[src/rtl/cpu_pkg.sv]
// Shared core definitions: register width and the word type used on
// data paths between the pipeline and its peripherals.
package cpu_pkg;

    localparam int WORD_W = 16;

    typedef logic [WORD_W-1:0] word_t;

endpackage

[src/rtl/outport_tx_sync_fifo.sv]
// Synchronous FIFO: storage, read/write pointers, occupancy, full and empty.
// Callers must only push when not full and only pop when not empty.
module sync_fifo
    import cpu_pkg::*;
#(
    parameter int DEPTH = 4,
    parameter int WIDTH = WORD_W
) (
    input  logic                     clk,
    input  logic                     rst,
    input  logic                     push,
    input  logic                     pop,
    input  logic [WIDTH-1:0]         wr_data,
    output logic [WIDTH-1:0]         rd_data,
    output logic                     full,
    output logic                     empty,
    output logic [$clog2(DEPTH):0]   count
);

    localparam int PTR_W = $clog2(DEPTH);
    localparam int CNT_W = PTR_W + 1;

    logic [WIDTH-1:0] mem [DEPTH];
    logic [PTR_W-1:0] wr_ptr;
    logic [PTR_W-1:0] rd_ptr;

    // Pointers are exactly log2(DEPTH) bits wide, so they wrap on their own.
    always_ff @(posedge clk) begin
        if (rst) begin
            wr_ptr <= '0;
            rd_ptr <= '0;
            count  <= '0;
        end else begin
            if (push) wr_ptr <= wr_ptr + 1'b1;
            if (pop)  rd_ptr <= rd_ptr + 1'b1;
            case ({push, pop})
                2'b10:   count <= count + 1'b1;
                2'b01:   count <= count - 1'b1;
                default: count <= count;
            endcase
        end
    end

    always_ff @(posedge clk) begin
        if (!rst && push) mem[wr_ptr] <= wr_data;
    end

    assign full    = (count == CNT_W'(DEPTH));
    assign empty   = (count == '0);
    // Storage is not reset, so the head is masked to zero while nothing is held.
    assign rd_data = empty ? '0 : mem[rd_ptr];

endmodule

[src/rtl/outport_tx.sv]
// Output-port transmitter: buffers OUT-instruction words and hands them to an
// external device over valid/ready, keeping a copy of the last word delivered.
module outport_tx
    import cpu_pkg::*;
#(
    parameter int DEPTH = 4,
    parameter int WIDTH = WORD_W
) (
    input  logic                     clk,
    input  logic                     rst,
    input  logic                     wr_en,
    input  logic [WIDTH-1:0]         wr_data,
    output logic                     full,
    output logic                     empty,
    output logic [$clog2(DEPTH):0]   count,
    output logic                     ovf,
    input  logic                     ovf_clr,
    output logic                     port_valid,
    output logic [WIDTH-1:0]         port_data,
    input  logic                     port_ready,
    output logic [WIDTH-1:0]         port_hold
);

    logic push;
    logic pop;

    // full comes from registered count, so a pop never frees a slot for a
    // push in the same cycle.
    assign push       = wr_en && !full;
    assign pop        = port_valid && port_ready;
    assign port_valid = !empty;

    sync_fifo #(
        .DEPTH (DEPTH),
        .WIDTH (WIDTH)
    ) u_fifo (
        .clk     (clk),
        .rst     (rst),
        .push    (push),
        .pop     (pop),
        .wr_data (wr_data),
        .rd_data (port_data),
        .full    (full),
        .empty   (empty),
        .count   (count)
    );

    always_ff @(posedge clk) begin
        if (rst) begin
            port_hold <= '0;
        end else if (pop) begin
            port_hold <= port_data;
        end
    end

    // A dropped write takes priority over a clear arriving in the same cycle.
    always_ff @(posedge clk) begin
        if (rst) begin
            ovf <= 1'b0;
        end else if (wr_en && full) begin
            ovf <= 1'b1;
        end else if (ovf_clr) begin
            ovf <= 1'b0;
        end
    end

endmodule

[config.mk]
export PLATFORM = sky130hd
export DESIGN_NAME = outport_tx
export DESIGN_NICKNAME = d
export VERILOG_FILES = /design/src/rtl/cpu_pkg.sv /design/src/rtl/outport_tx_sync_fifo.sv /design/src/rtl/outport_tx.sv
export SDC_FILE = /design/constraint.sdc
export NUM_CORES = 1
export LEC_CHECK = 0
export ABC_CLOCK_PERIOD_IN_PS = 4900
export BUFFER_PORTS_ARGS = -buffer_cell sky130_fd_sc_hd__buf_4
export CORE_ASPECT_RATIO = 0.7
export CORE_MARGIN = 4
export CORE_UTILIZATION = 42
export DETAILED_ROUTE_END_ITERATION = 10
export GPL_TIMING_DRIVEN = 0
export MAX_ROUTING_LAYER = met4
export PLACE_DENSITY = 0.63
export SLEW_MARGIN = 15
export SYNTH_ARGS = -nofsm -noshare
export SYNTH_HDL_FRONTEND = slang
export SYNTH_HIERARCHICAL = 1
export SYNTH_SLANG_ARGS = --single-unit
[constraint.sdc]
create_clock -name clk -period 4.9 [get_ports clk]
set_clock_uncertainty 0.05 [all_clocks]
set_input_delay 0.49 -clock clk [delete_from_list [all_inputs] [get_ports clk]]
set_output_delay 0.49 -clock clk [all_outputs]
set_load 0.02 [all_outputs]
# Word level (Yosys, flattened, before mapping)
# Memory sizes are Yosys's and may differ from the RTL's. A register that Yosys moved wholly into a read port is not among the register bits.
# Index checks and enable logic that the tools add are counted.
[classes]
addsub = 4
mux = 8
reduce_logical = 10
n_eq_ne = 3
[op_table]
columns = ["cell", "count"]
rows = [
  ["16-bit 2-to-1 mux", 1],
  ["3-bit case mux with 2 select lines", 1],
  ["2-bit by 1-bit adder with 2-bit output (second input constant)", 2],
  ["1-bit logical AND", 4],
  ["1-bit 2-to-1 mux", 4],
  ["2-bit 2-to-1 mux", 2],
  ["2-bit nonzero test", 2],
  ["3-bit by 1-bit adder with 3-bit output (second input constant)", 1],
  ["3-bit equality test (second input constant)", 1],
  ["1-bit zero test", 3],
  ["3-bit zero test", 1],
  ["3-bit by 1-bit subtractor with 3-bit output (second input constant)", 1],
  ["2-bit by 1-bit equality test with 1-bit output (second input constant)", 1],
  ["2-bit equality test (second input constant)", 1],
]
[word_totals]
ramBits = 64
memories = 1
elab_cells = 31
register_bits = 24
input_bits = 21
out_inout_bits = 39
[mem_list]
columns = ["memory", "depth", "word_bits", "rd", "rd_clocked_by_memory_dff", "wr", "line_no", "text"]
rows = [
  ["u_fifo.mem", 4, 16, 1, 1, 1, "outport_tx_sync_fifo.sv:23", "logic [WIDTH-1:0] mem [DEPTH];"],
]

# Depth between registers and ports, before layout
# Gate-level depths: netlist of run 1.
[logic_depth]
word_depth = 6
depth_mapped = 10
mapped_depth_nobuf = 10

# Modules after synthesis
# Netlist of run 1, hierarchy kept.
[by_module_without_submodules]
columns = ["module", "area_per_inst_um2", "instances", "cells_per_inst"]
rows = [
  ["sync_fifo", 2972.9, 1, 149],
  ["outport_tx", 809.5, 1, 77],
]

# Worst setup path after synthesis of run 1
# No wires, ideal clock.
[synth_timing]
path_kind = "flip-flop to flip-flop"
startpoint = "register u_fifo.count[2]"
endpoint = "register u_fifo.count[2]"
setup_slack_ps = 2235
path_buffers = 2
period_less_slack_ps = 2665
setup_time_ps = 70
arrival_ps = 2545
stages_incl_launch_ff = 11
path_cell_list = "dfxtp_1 nor3_2 buf_4 and2b_4 buf_12 ha_1 inv_1 fa_1 xor2_1 or3_1 a21oi_1"
[synth_via]
elab_chain_cells = 5
word_cells_on_any_way = 12
classes_between = "add/sub (2); eq/ne (3); mux (1); reduce/logical (6)"
[synth_rtl]
columns = ["item", "line_no", "text"]
rows = [
  ["start, declared", "outport_tx_sync_fifo.sv:17", "output logic [$clog2(DEPTH):0] count"],
  ["start signal, assigned", "outport_tx_sync_fifo.sv:37", "2'b10: count <= count + 1'b1;"],
  ["start signal, assigned", "outport_tx_sync_fifo.sv:38", "2'b01: count <= count - 1'b1;"],
  ["start signal, assigned", "outport_tx_sync_fifo.sv:39", "default: count <= count;"],
  ["3-bit zero test (*)", "outport_tx_sync_fifo.sv:49", "assign empty = (count == '0);"],
  ["named net empty", "outport_tx.sv:14", "output logic empty,"],
  ["1-bit zero test (*)", "outport_tx.sv:31", "assign port_valid = !empty;"],
  ["1-bit logical AND (*)", "outport_tx.sv:30", "assign pop = port_valid && port_ready;"],
  ["named net pop", "outport_tx.sv:25", "logic pop;"],
  ["2-bit by 1-bit equality test with 1-bit output or 2-bit equality test (tied branches)", "outport_tx_sync_fifo.sv:36", "case ({push, pop})"],
  ["3-bit case mux with 2 select lines or 2-bit nonzero test (tied branches)", "n/a", ""],
]
# Mark *: on every way through the listed nets, which the timed path passes. The rest lies on a longest branch.
# A chain may end at the register's enable or synchronous reset.

# Worst setup path in the final report of run 1
[layout_timing]
startpoint = "register u_fifo.count[2]"
endpoint = "register u_fifo.count[2]"
[layout_via]
elab_chain_cells = 5
word_cells_on_any_way = 12
classes_between = "add/sub (2); eq/ne (3); mux (1); reduce/logical (6)"
[layout_rtl]
columns = ["item", "line_no"]
rows = [
  ["3-bit zero test (*)", "outport_tx_sync_fifo.sv:49"],
  ["1-bit zero test (*)", "outport_tx.sv:31"],
  ["1-bit logical AND (*)", "outport_tx.sv:30"],
  ["named net pop", "outport_tx.sv:25"],
  ["2-bit by 1-bit equality test with 1-bit output or 2-bit equality test (tied branches)", "outport_tx_sync_fifo.sv:36"],
  ["3-bit case mux with 2 select lines or 2-bit nonzero test (tied branches)", "n/a"],
]
# Marks and branches as above.

==> impl_results.md, run 1 <==
* Post-Route WL at 7.089 mm
* Largest family of logic cells by synthesized area: simple AND/OR/NAND/NOR gates
* Vias in the first global route at 2004
* Global Route Usage Sum at 0.1454
* DR iter-0 viols at 210
* Die area at 10610 um2
* Layout cells sized above 1 at 0.3721
* Worst EP arrival at 3.02 ns
* Slew margin rel. at 0.4309
* Leakage at 1.704 nW
* Critical Path End Type: flip-flop
* Switching power at 0.9035 mW
* Synthesized area at 3782 um2
* Post-synthesis mux area share at 0.1039
* Seq/Total Area, Yosys at 0.6457
* Final instance area at 4678 um2
* Synth Area in Simple Gates at 0.1502
* Total internal power at 1.791 mW
* DP HPWL at 4.945 mm
* Hold Crit Class: input port to flip-flop
* Largest net degree at the start of global routing at 20
* Hold buffers post-CTS at 0
* Initial core utilization at 0.4389
* Combinational power share at 0.398
* Final worst path period need at 2.807 ns
* Xor and xnor fraction of the mapped netlist area at 0.01158
* Buf/Inv on CP at 3
* Cell variety after synth at 31
* Synth warnings at 6
* Synth-to-layout area growth at 23.69%
* Largest cells by area after synthesis: edfxtp_1 51%, dfxtp_1 14%, mux4_2 6.0%
* Worst-margin pin slew at 0.8537 ns
* Clock buffer depth at 2
* Post-synthesis compound-gate area fraction at 0.03540
* Post-CTS Setup Bufs at 0
* Max Cap Viol at 0
* Worst-path cell chain: nor3_2 -> buf_4 -> and2b_4 -> buf_12 -> ha_1 -> inv_1 -> fa_1 -> xor2_1 -> or3_1 -> a21oi_1
* H-tree depth at 3
* CP top delay family: simple AND/OR/NAND/NOR gates
* Mapped Nets at 253
* Core area at 8618 um2
* GP Congestion at 0.7766
* Synth area leader: edfxtp_1
* Fillers at 729
* Chip Height at 87.40 um
* Non-filler cells, final at 421
* Setup CP Type: flip-flop to flip-flop
* Slowest cell on crit path: nor3_2
* Sw Ratio at 0.3353
* Critical Path RT at 5.11 ns
* I/O Buffers at 59
* Area fraction of the dominant cell type after synthesis at 0.5081
* CTS tree: built
* CTS clock-pin slew for the worst setup and hold paths at 0.06 ns
* Syn_area_per_cell at 16.74 um2
* CTS Buf Count at 9
* Setup TNS at 0 ns
* Final setup vio count at 0
* Clk root buf: clkbuf_16
* CP max stage delay at 0.51 ns
* DP Cell Count at 405
* Via/cell ratio at 4.905
* Vias at 2065
* Die Wd at 121.4 um
* Row cnt at 28
* RSZ-0062 raised after global routing: no
* Maximum vdd ir drop at 203.3 uV
* Worst Path Max Fanout at 19
* Ant. Diodes at 0
* Pwr/cell area at 576.0 nW/um2
* Placed Area at 4375 um2
* DRC at 0
* Setup crit start kind: flip-flop
* First-pass GRT wire length at 11.09 mm
* Sink Count at 90
* Clk Latency, worst-skew pair at 0.33 ns
* Nets at 323
* Outcome: completed
* Mapped Cells at 226
* WL/cell at 16.84 um
* Seq pwr share at 0.347
* DRT antenna net count at 0
* I/O pins at 60
* Number of gates resized after cts at 0
* Post-Synth Adder-Cell Area at 0.02183
* Global route total overflow at 0
* Post-route clock period utilization at 0.5729
* Fmax at 356.2 MHz
* Clock power share at 0.256
* DR pass1 iterations at 4
* Register bit total from synthesis at 90
* Initial antenna violation count at 0
* Final Max Tran Viols at 0
* Hold Vio Cnt, Final at 0
[Yosys cell counts, drive strengths merged]
| library cell | instances |
|---|---|
| and2b | 2 |
| fa | 1 |
| nand2b | 17 |
| or3 | 1 |
| edfxtp | 64 |
| a21oi | 3 |
| dfxtp | 26 |
| buf | 6 |
| nand4bb | 16 |
| and3 | 1 |
| clkbuf | 6 |
| nor2 | 9 |
| nor3 | 1 |
| mux4 | 16 |
| and2 | 4 |
| mux2i | 1 |
| inv | 7 |
| nor2b | 16 |
| xnor2 | 2 |
| ha | 5 |
| o21ai | 17 |
| nand2 | 2 |
| xor2 | 3 |
[cell families (layout without fill, tap and decap cells)]
group                    after synthesis  count (layout)
AO/OA/AOI/OAI                         20              20
flip-flops                            90              90
XOR/XNOR                               5               5
adder cells (fa/ha/maj)                6               6
multiplexers                          17              17
AND/OR/NAND/NOR                       69              69
buffers and inverters                 19              94
[layout make-up]
cell class | count | area, um2 | area share
multi-input combinational | 117 | 1221 | 0.2610
inverter | 7 | 26.28 | 0.005616
tap | 120 | 150.1 | 0.03209
timing repair buffer | 59 | 442.9 | 0.09468
clock inverter | 6 | 73.82 | 0.01578
clock buffer | 10 | 229.0 | 0.04894
sequential | 90 | 2442 | 0.5221
buffer | 12 | 92.59 | 0.01979
[state kept, by name, summed over array words and instances (netlist names), named ones only]
name,flops
ovf,1
u_fifo/count,3
port_hold,16
u_fifo/wr_ptr,2
u_fifo/rd_ptr,2
u_fifo/mem,64
[layer usage]
layer | part of all wire | track usage | up-vias | wire length (um)
met1 | 0.49 | 0.1997 | 1018 | 3473
met5 | 0 | - | - | 0
met4 | 0.014 | 0.04578 | 0 | 100
li1 | - | - | 986 | -
met3 | 0.045 | 0.03571 | 8 | 318
met2 | 0.45 | 0.2145 | 53 | 3197
[metrics by stage]
stage / hold slack (ns) / total power, mW / setup WS, ns / utilization
final: 0.3060 / 2.695 / 2.093 / 0.5428
after detailed placement: 0.4103 / 2.031 / 2.103 / 0.5077
after global routing: 0.2912 / 2.839 / 1.912 / 0.5428
after CTS: 0.2945 / 2.727 / 2.089 / 0.5428
after floorplan: 0.4347 / 1.680 / 2.235 / -
after global placement: 0.4067 / 2.022 / 2.138 / 0.5077
[power by group through the flow]
stage                     clock network [mW]  registers, mW  logic [mW]
after global placement                     0          0.949        1.07
after CTS                              0.708          0.936        1.08
final                                  0.689          0.935        1.07
after global routing                   0.745          0.944        1.15
after floorplan                            0          0.986       0.694
after detailed placement                   0          0.952        1.08
[cell usage in the layout, fill, tap and decap left out, types with 7 or more instances in the layout]
cell,n
buf_4,60
nor2b_4,10
nor2_1,9
inv_1,7
mux4_2,10
nand4bb_1,16
o21ai_2,9
edfxtp_1,64
dfxtp_1,26
nand2b_1,17
o21ai_0,8
clkbuf_16,9
[path summary, 6_finish.rpt]
check / start / endpoint / cells after the start / slack [ns]
max: u_fifo/count[2] / u_fifo/count[2] / 10 / 2.09
min: wr_data[0] / u_fifo/mem[2][0] / 1 / 0.31
max reg2reg: u_fifo/count[2] / u_fifo/count[2] / 10 / 2.09
min reg2reg: ovf / ovf / 2 / 0.42
[worst register-to-register path, cell delays in order (launching register included)]
cell and delay [ns]:
dfxtp_1 0.34, nor3_2 0.51, buf_4 0.42, and2b_4 0.29, buf_12 0.16, ha_1 0.20, inv_1 0.07, fa_1 0.17
xor2_1 0.08, or3_1 0.30, a21oi_1 0.14
(Power assumes the default switching activity.)
==> inputs of run 2 (changes only) <==
--- a/config.mk
+++ b/config.mk
@@ -5,7 +5,7 @@
 export SDC_FILE = /design/constraint.sdc
 export NUM_CORES = 1
 export LEC_CHECK = 0
-export ABC_CLOCK_PERIOD_IN_PS = 4900
+export ABC_CLOCK_PERIOD_IN_PS = 2750
 export BUFFER_PORTS_ARGS = -buffer_cell sky130_fd_sc_hd__buf_4
 export CORE_ASPECT_RATIO = 0.7
 export CORE_MARGIN = 4
==> constraint.sdc (replaced) <==
create_clock -name clk -period 2.75 [get_ports clk]
set_clock_uncertainty 0.05 [all_clocks]
set_input_delay 0.275 -clock clk [delete_from_list [all_inputs] [get_ports clk]]
set_output_delay 0.275 -clock clk [all_outputs]
set_load 0.02 [all_outputs]
==> run 2 against run 1 <==
Net effect:
- first-iteration DRC count shrank 0.95%
- worst setup slack got worse by 1.9 ns
- routed wire length is 0.35% higher
- critical endpoint unchanged
- combinational power rose by 80%
- clock-buffer cell count stayed put
- sequential share of layout area decreased by 0.13 points
- cell area grew 0.24%
- total power rose by 79%
- core utilization rose by 0.13 points
==> impl_results.md, run 2 (synthesized netlist as in run 1, its figures left out) <==
* Hold Crit Depth at 1
* Largest registers: u_fifo/mem x64, port_hold x16, u_fifo/count x3
* Leakage at 1.708 nW
* DP HPWL at 4.945 mm
* I/O pins at 60
* Max reg flops at 64
* R2r setup slk at 0.15 ns
* Post-Route WL at 7.114 mm
* Final worst path period need at 2.603 ns
* WL/cell at 16.90 um
* Worst-margin pin slew at 0.8457 ns
* CTS Buf Count at 9
* Total power at 4.827 mW
* I/O Buffers at 59
* Total internal power at 3.207 mW
* Max Cap Viol at 0
* Multi-input gate area at 1229 um2
* Initial core utilization at 0.4389
* R2R depth at 10
* Die Wd at 121.4 um
* Worst Path Max Fanout at 19
* Switching power at 1.620 mW
* Largest net degree at the start of global routing at 20
* Final Max Tran Viols at 0
* Outcome: completed
* Setup crit start kind: flip-flop
* DR pass1 iterations at 4
* Clock power share at 0.254
* Worst EP arrival at 2.82 ns
* RR Endpoint: u_fifo/count[2]
* Largest Register: u_fifo/mem
* Vias in the first global route at 2014
* Ant. Diodes at 0
* Crit path to: u_fifo/count[2]
* Clk root buf: clkbuf_16
* Sink Count at 90
* Fillers at 725
* Global route total overflow at 0
* Hold Crit Class: input port to flip-flop
* Synth-to-layout area growth at 23.98%
* Hold buffers post-CTS at 0
* Post-route clock period utilization at 0.9467
* DRT antenna net count at 0
* Flip-flop and latch area at 2442 um2
* Initial antenna violation count at 0
* Fmax at 384.1 MHz
* RSZ-0062 raised after global routing: no
* Nets at 323
* Final setup vio count at 0
* Util after Layout at 0.5441
* DRC at 0
* Worst R2R Start: u_fifo/count[0]
* Pwr/cell area at 1029 nW/um2
* Clk Latency, worst-skew pair at 0.33 ns
* Layout cells sized above 1 at 0.3754
* Clock buffer depth at 2
* Critical Path End Type: flip-flop
* CTS tree: built
* Seq pwr share at 0.346
* Vias at 2056
* Leading cell type in the layout, fill and taps excluded: edfxtp_1
* Die area at 10610 um2
* Core area at 8618 um2
* Slew margin rel. at 0.4362
* First-pass GRT wire length at 11.12 mm
* H-tree depth at 3
* Hold Vio Cnt, Final at 0
* Global Route Usage Sum at 0.1458
* GP Congestion at 0.7766
* Via/cell ratio at 4.884
* Crit path launch: u_fifo/count[0]
* CTS clock-pin slew for the worst setup and hold paths at 0.06 ns
* DR iter-0 viols at 208
* Commonest non-fill, non-tap cells in the layout: 64 x edfxtp_1, 59 x buf_4, 26 x dfxtp_1
* Sw Ratio at 0.3356
* Critical Path RT at 2.96 ns
* Post-CTS Setup Bufs at 0
* Combinational power share at 0.400
* Row cnt at 28
* Setup CP Type: flip-flop to flip-flop
* Chip Height at 87.40 um
* Maximum vdd ir drop at 363.0 uV
-- run 2: changes by cell type in the layout (fill, tap and decap cells not counted) --
| cell | previous run | this run |
|---|---|---|
| and2_1 | 4 | 3 |
| buf_4 | 60 | 59 |
| nor3_2 | 1 | 0 |
| buf_6 | 1 | 2 |
| nor3_4 | 0 | 1 |
| and2_2 | 0 | 1 |
-- run 2: power groups by stage --
stage,registers [mW],clock network [mW],logic (mW)
floorplan,1.76,0,1.24
global placement,1.69,0,1.91
detailed placement,1.70,0,1.92
CTS,1.67,1.26,1.94
global route,1.69,1.33,2.07
finish,1.67,1.23,1.93
-- run 2: per-stage QoR --
stage | cells | TNS (ns) | hold WS (ns) | worst slack (ns) | cell area, um2
after floorplan | 226 | 0 | 0.3239 | 0.08451 | 3782
after global placement | 405 | -0.01240 | 0.4067 | -0.01240 | 4375
after detailed placement | 405 | -0.04707 | 0.4103 | -0.04707 | 4375
after CTS | 421 | 0 | 0.07949 | 0.08643 | 4684
after global routing | 421 | 0 | 0.07623 | 0.004983 | 4690
final | 421 | 0 | 0.09067 | 0.1467 | 4690
-- run 2: what timing repair did --
item                                    4_1_cts  5_1_grt
endpoints found under the hold margin         0        0
resized for setup                             1        2
endpoints found under the setup margin        1       18
pin swaps                                     0        0
-- run 2: layout make-up --
cell class / count / area share
Clock buffer: 10 / 0.04883
Clock inverter: 6 / 0.01574
Tap cell: 120 / 0.03202
Buffer: 12 / 0.02054
Sequential cell: 90 / 0.5208
Multi-Input combinational cell: 117 / 0.2620
Timing Repair Buffer: 59 / 0.09445
Inverter: 7 / 0.005603
-- run 2: critical path: stages, from the launching register on --
cell	delay, ns
dfxtp_1	0.44
nor3_4	0.11
buf_6	0.20
and2b_4	0.34
buf_12	0.16
ha_1	0.18
inv_1	0.06
fa_1	0.37
xor2_1	0.18
or3_1	0.30
a21oi_1	0.14
-- run 2: worst min path at each step --
stage / start / endpoint / slack, ns
2_1_floorplan: wr_data[0] / u_fifo/mem[0][0] / 0.32
3_3_place_gp: ovf / ovf / 0.41
3_5_place_dp: ovf / ovf / 0.41
4_1_cts: wr_data[9] / u_fifo/mem[3][9] / 0.08
5_1_grt: wr_data[4] / u_fifo/mem[2][4] / 0.08
6_report: wr_data[0] / u_fifo/mem[2][0] / 0.09
-- run 2: layer usage --
metal  vias up  GRT usage  routed length (um)
met5         -          -                   0
met4         0    0.04578                 100
met3         7    0.03571                 274
met2        44     0.2160                3239
met1      1017     0.1994                3499
li1        988          -                   -
==> inputs of run 3 (changes only) <==
--- a/config.mk
+++ b/config.mk
@@ -6,16 +6,15 @@
 export NUM_CORES = 1
 export LEC_CHECK = 0
 export ABC_CLOCK_PERIOD_IN_PS = 2750
-export BUFFER_PORTS_ARGS = -buffer_cell sky130_fd_sc_hd__buf_4
 export CORE_ASPECT_RATIO = 0.7
 export CORE_MARGIN = 4
 export CORE_UTILIZATION = 42
 export DETAILED_ROUTE_END_ITERATION = 10
+export DONT_BUFFER_PORTS = 1
 export GPL_TIMING_DRIVEN = 0
 export MAX_ROUTING_LAYER = met4
-export PLACE_DENSITY = 0.63
+export PLACE_DENSITY = 0.57
 export SLEW_MARGIN = 15
 export SYNTH_ARGS = -nofsm -noshare
 export SYNTH_HDL_FRONTEND = slang
-export SYNTH_HIERARCHICAL = 1
 export SYNTH_SLANG_ARGS = --single-unit
==> run 3 against run 2 <==
Net effect:
- die area decreased by 8.2%
- sequential cell count unchanged
- combinational power decreased by 47%
- worst setup slack got worse by 0.028 ns
- clock-buffer cell count increased by 3
- cell area decreased by 14%
- critical path depth decreased by 2
- register-to-register slack got worse by 0.03 ns
- first-iteration DRC count decreased by 63%
- area after synthesis decreased by 8.9%
- total power decreased by 17%
==> impl_results.md, run 3 <==
* Synth Area in Simple Gates at 0.06139
* Commonest non-fill, non-tap cells in the layout: 64 x edfxtp_1, 25 x dfxtp_1, 20 x and2_1
* First-pass GRT wire length at 10.41 mm
* Row cnt at 27
* Fmax at 380.0 MHz
* Max Cap Viol at 0
* Seq/Total Area, Yosys at 0.7090
* Die area at 9737 um2
* Pwr/cell area at 995.8 nW/um2
* Largest family of logic cells by synthesized area: multiplexers
* Placed Area at 3571 um2
* DR iter-0 viols at 78
* Via/cell ratio at 5.356
* Post-CTS Setup Bufs at 0
* Register bit total from synthesis at 90
* CTS clock-pin slew for the worst setup and hold paths at 0.06 ns
* Fillers at 641
* RSZ-0062 raised after global routing: no
* Initial core utilization at 0.4339
* Largest cells by area after synthesis: edfxtp_1 56%, dfxtp_1 15%, mux4_2 10%
* Outcome: completed
* CTS tree: built
* I/O pins at 60
* Xor and xnor fraction of the mapped netlist area at 0.01017
* GP Congestion at 0.6914
* Core area at 7939 um2
* Slew margin rel. at 0.4008
* Post-synthesis mux area share at 0.1046
* Initial antenna violation count at 0
* Clk Latency, worst-skew pair at 0.34 ns
* Chip Height at 83.77 um
* Ant. Diodes at 0
* Worst-margin pin slew at 0.8989 ns
* Clock buffer depth at 2
* Vias at 1762
* Post-route clock period utilization at 0.9570
* Post-Synth Adder-Cell Area at 0.02397
* Clk root buf: clkbuf_16
* Final setup vio count at 0
* DP HPWL at 4.378 mm
* Number of synthesized flops with an enable pin at 64
* Area fraction of the dominant cell type after synthesis at 0.5579
* Maximum vdd ir drop at 441.8 uV
* Post-synth top cells: 64 x edfxtp_1, 26 x dfxtp_1, 20 x and2_1, 16 x mux4_2
* Mapped Cells at 196
* DRC at 0
* Non-filler cells, final at 329
* Max reg flops at 64
* Global Route Usage Sum at 0.1501
* Setup CP Type: flip-flop to flip-flop
* CTS Buf Count at 9
* Final Max Tran Viols at 0
* WL/cell at 20.43 um
* Critical Path RT at 2.96 ns
* Largest Register: u_fifo.mem
* Nets at 250
* Die Wd at 116.2 um
* Mapped Nets at 223
* Layout cells sized above 1 at 0.2149
* Post-synthesis compound-gate area fraction at 0.06466
* Most used DFF post-synth: edfxtp_1
* Worst Path Max Fanout at 8
* Synth warnings at 0
* Leakage at 1.383 nW
* Hold Vio Cnt, Final at 0
* Largest registers: u_fifo.mem x64, port_hold x16, u_fifo.count x3
* Leading cell type in the layout, fill and taps excluded: edfxtp_1
* Vias in the first global route at 1817
* Post-route setup slack at 0.1183 ns
* Setup crit start kind: flip-flop
* Final instance area at 4031 um2
* Largest net degree at the start of global routing at 17
* Asr flop ratio synth at 0
* H-tree depth at 3
* Cell variety after synth at 26
* Critical Path End Type: flip-flop
* Hold Crit Class: input port to flip-flop
* Post-Route WL at 6.722 mm
* Cell with the most instances after synthesis: edfxtp_1
* Worst EP arrival at 2.84 ns
* Sink Count at 90
* Syn_area_per_cell at 17.57 um2
* Final worst path period need at 2.632 ns
* Synthesized area at 3445 um2
* Synth area leader: edfxtp_1
* Global route total overflow at 0
* DP Cell Count at 297
* DRT antenna net count at 0
* Synth-to-layout area growth at 17.04%
* Pre-CTS setup slack at -0.08080 ns
* DR pass1 iterations at 4
* I/O Buffers at 0
## run 3: final timing paths
path                    startpoint          endpoint  slack [ns]  cells past startpoint
setup / recovery   u_fifo.count[0]   u_fifo.count[2]        0.12                      8
hold / removal               wr_en               ovf        0.04                      2
setup reg to reg   u_fifo.count[0]   u_fifo.count[2]        0.12                      8
hold reg to reg   u_fifo.wr_ptr[1]  u_fifo.wr_ptr[1]        0.49                      2
## run 3: cell families (layout without fill, tap and decap cells)
family | Yosys count | count (layout)
flops | 90 | 90
simple gates | 36 | 36
compound gates | 27 | 27
buf+inv | 17 | 49
mux | 16 | 16
fa+ha+maj | 6 | 6
xor+xnor | 4 | 4
## run 3: cell type report
class | instances | area, um2 | area share
Inverter | 8 | 30.03 | 0.007449
Tap cell | 101 | 126.4 | 0.03135
Timing Repair Buffer | 16 | 160.2 | 0.03973
Sequential cell | 90 | 2444 | 0.6061
Clock buffer | 13 | 270.3 | 0.06704
Multi-Input combinational cell | 89 | 918.4 | 0.2278
Buffer | 9 | 60.06 | 0.01490
Clock inverter | 3 | 22.52 | 0.005587
## run 3: metrics by stage
step	hold WS (ns)	TNS, ns	util	power (mW)
finish	0.04043	0	0.5078	4.014
global route	0.05782	0	0.5078	4.213
CTS	0.02967	0	0.5076	4.060
detailed placement	0.3241	-0.08080	0.4498	2.848
global placement	0.3241	0	0.4498	2.815
floorplan	0.3239	0	-	2.627
## run 3: worst max-delay path, cell delays in order, from the launching register on
cell and delay (ns):
dfxtp_1 0.46, nor3b_4 0.56, nand2b_1 0.20, ha_1 0.20
inv_1 0.07, fa_1 0.37, xor2_1 0.16, or3_1 0.31
a21oi_1 0.16
## run 3: report_power, final
| group | internal, mW | switching, mW |
|---|---|---|
| combinational | 0.408 | 0.622 |
| clock | 0.688 | 0.483 |
| sequential | 1.61 | 0.206 |
## run 3: what timing repair did
action / in CTS / in global routing
endpoints found under the hold margin: 64 / 0
hold buffers: 16 / 0
endpoints found under the setup margin: 1 / 1
pin swaps: 0 / 0
gates resized for setup: 1 / 1
## run 3: layer usage
| layer | part of all wire | global-route usage | wire length, um | vias up |
|---|---|---|---|---|
| met5 | 0 | - | 0 | - |
| met4 | 0.011 | 0.04636 | 74 | 0 |
| met3 | 0.073 | 0.07029 | 493 | 8 |
| met2 | 0.50 | 0.2233 | 3339 | 60 |
| met1 | 0.42 | 0.1825 | 2814 | 891 |
| li1 | - | - | - | 803 |
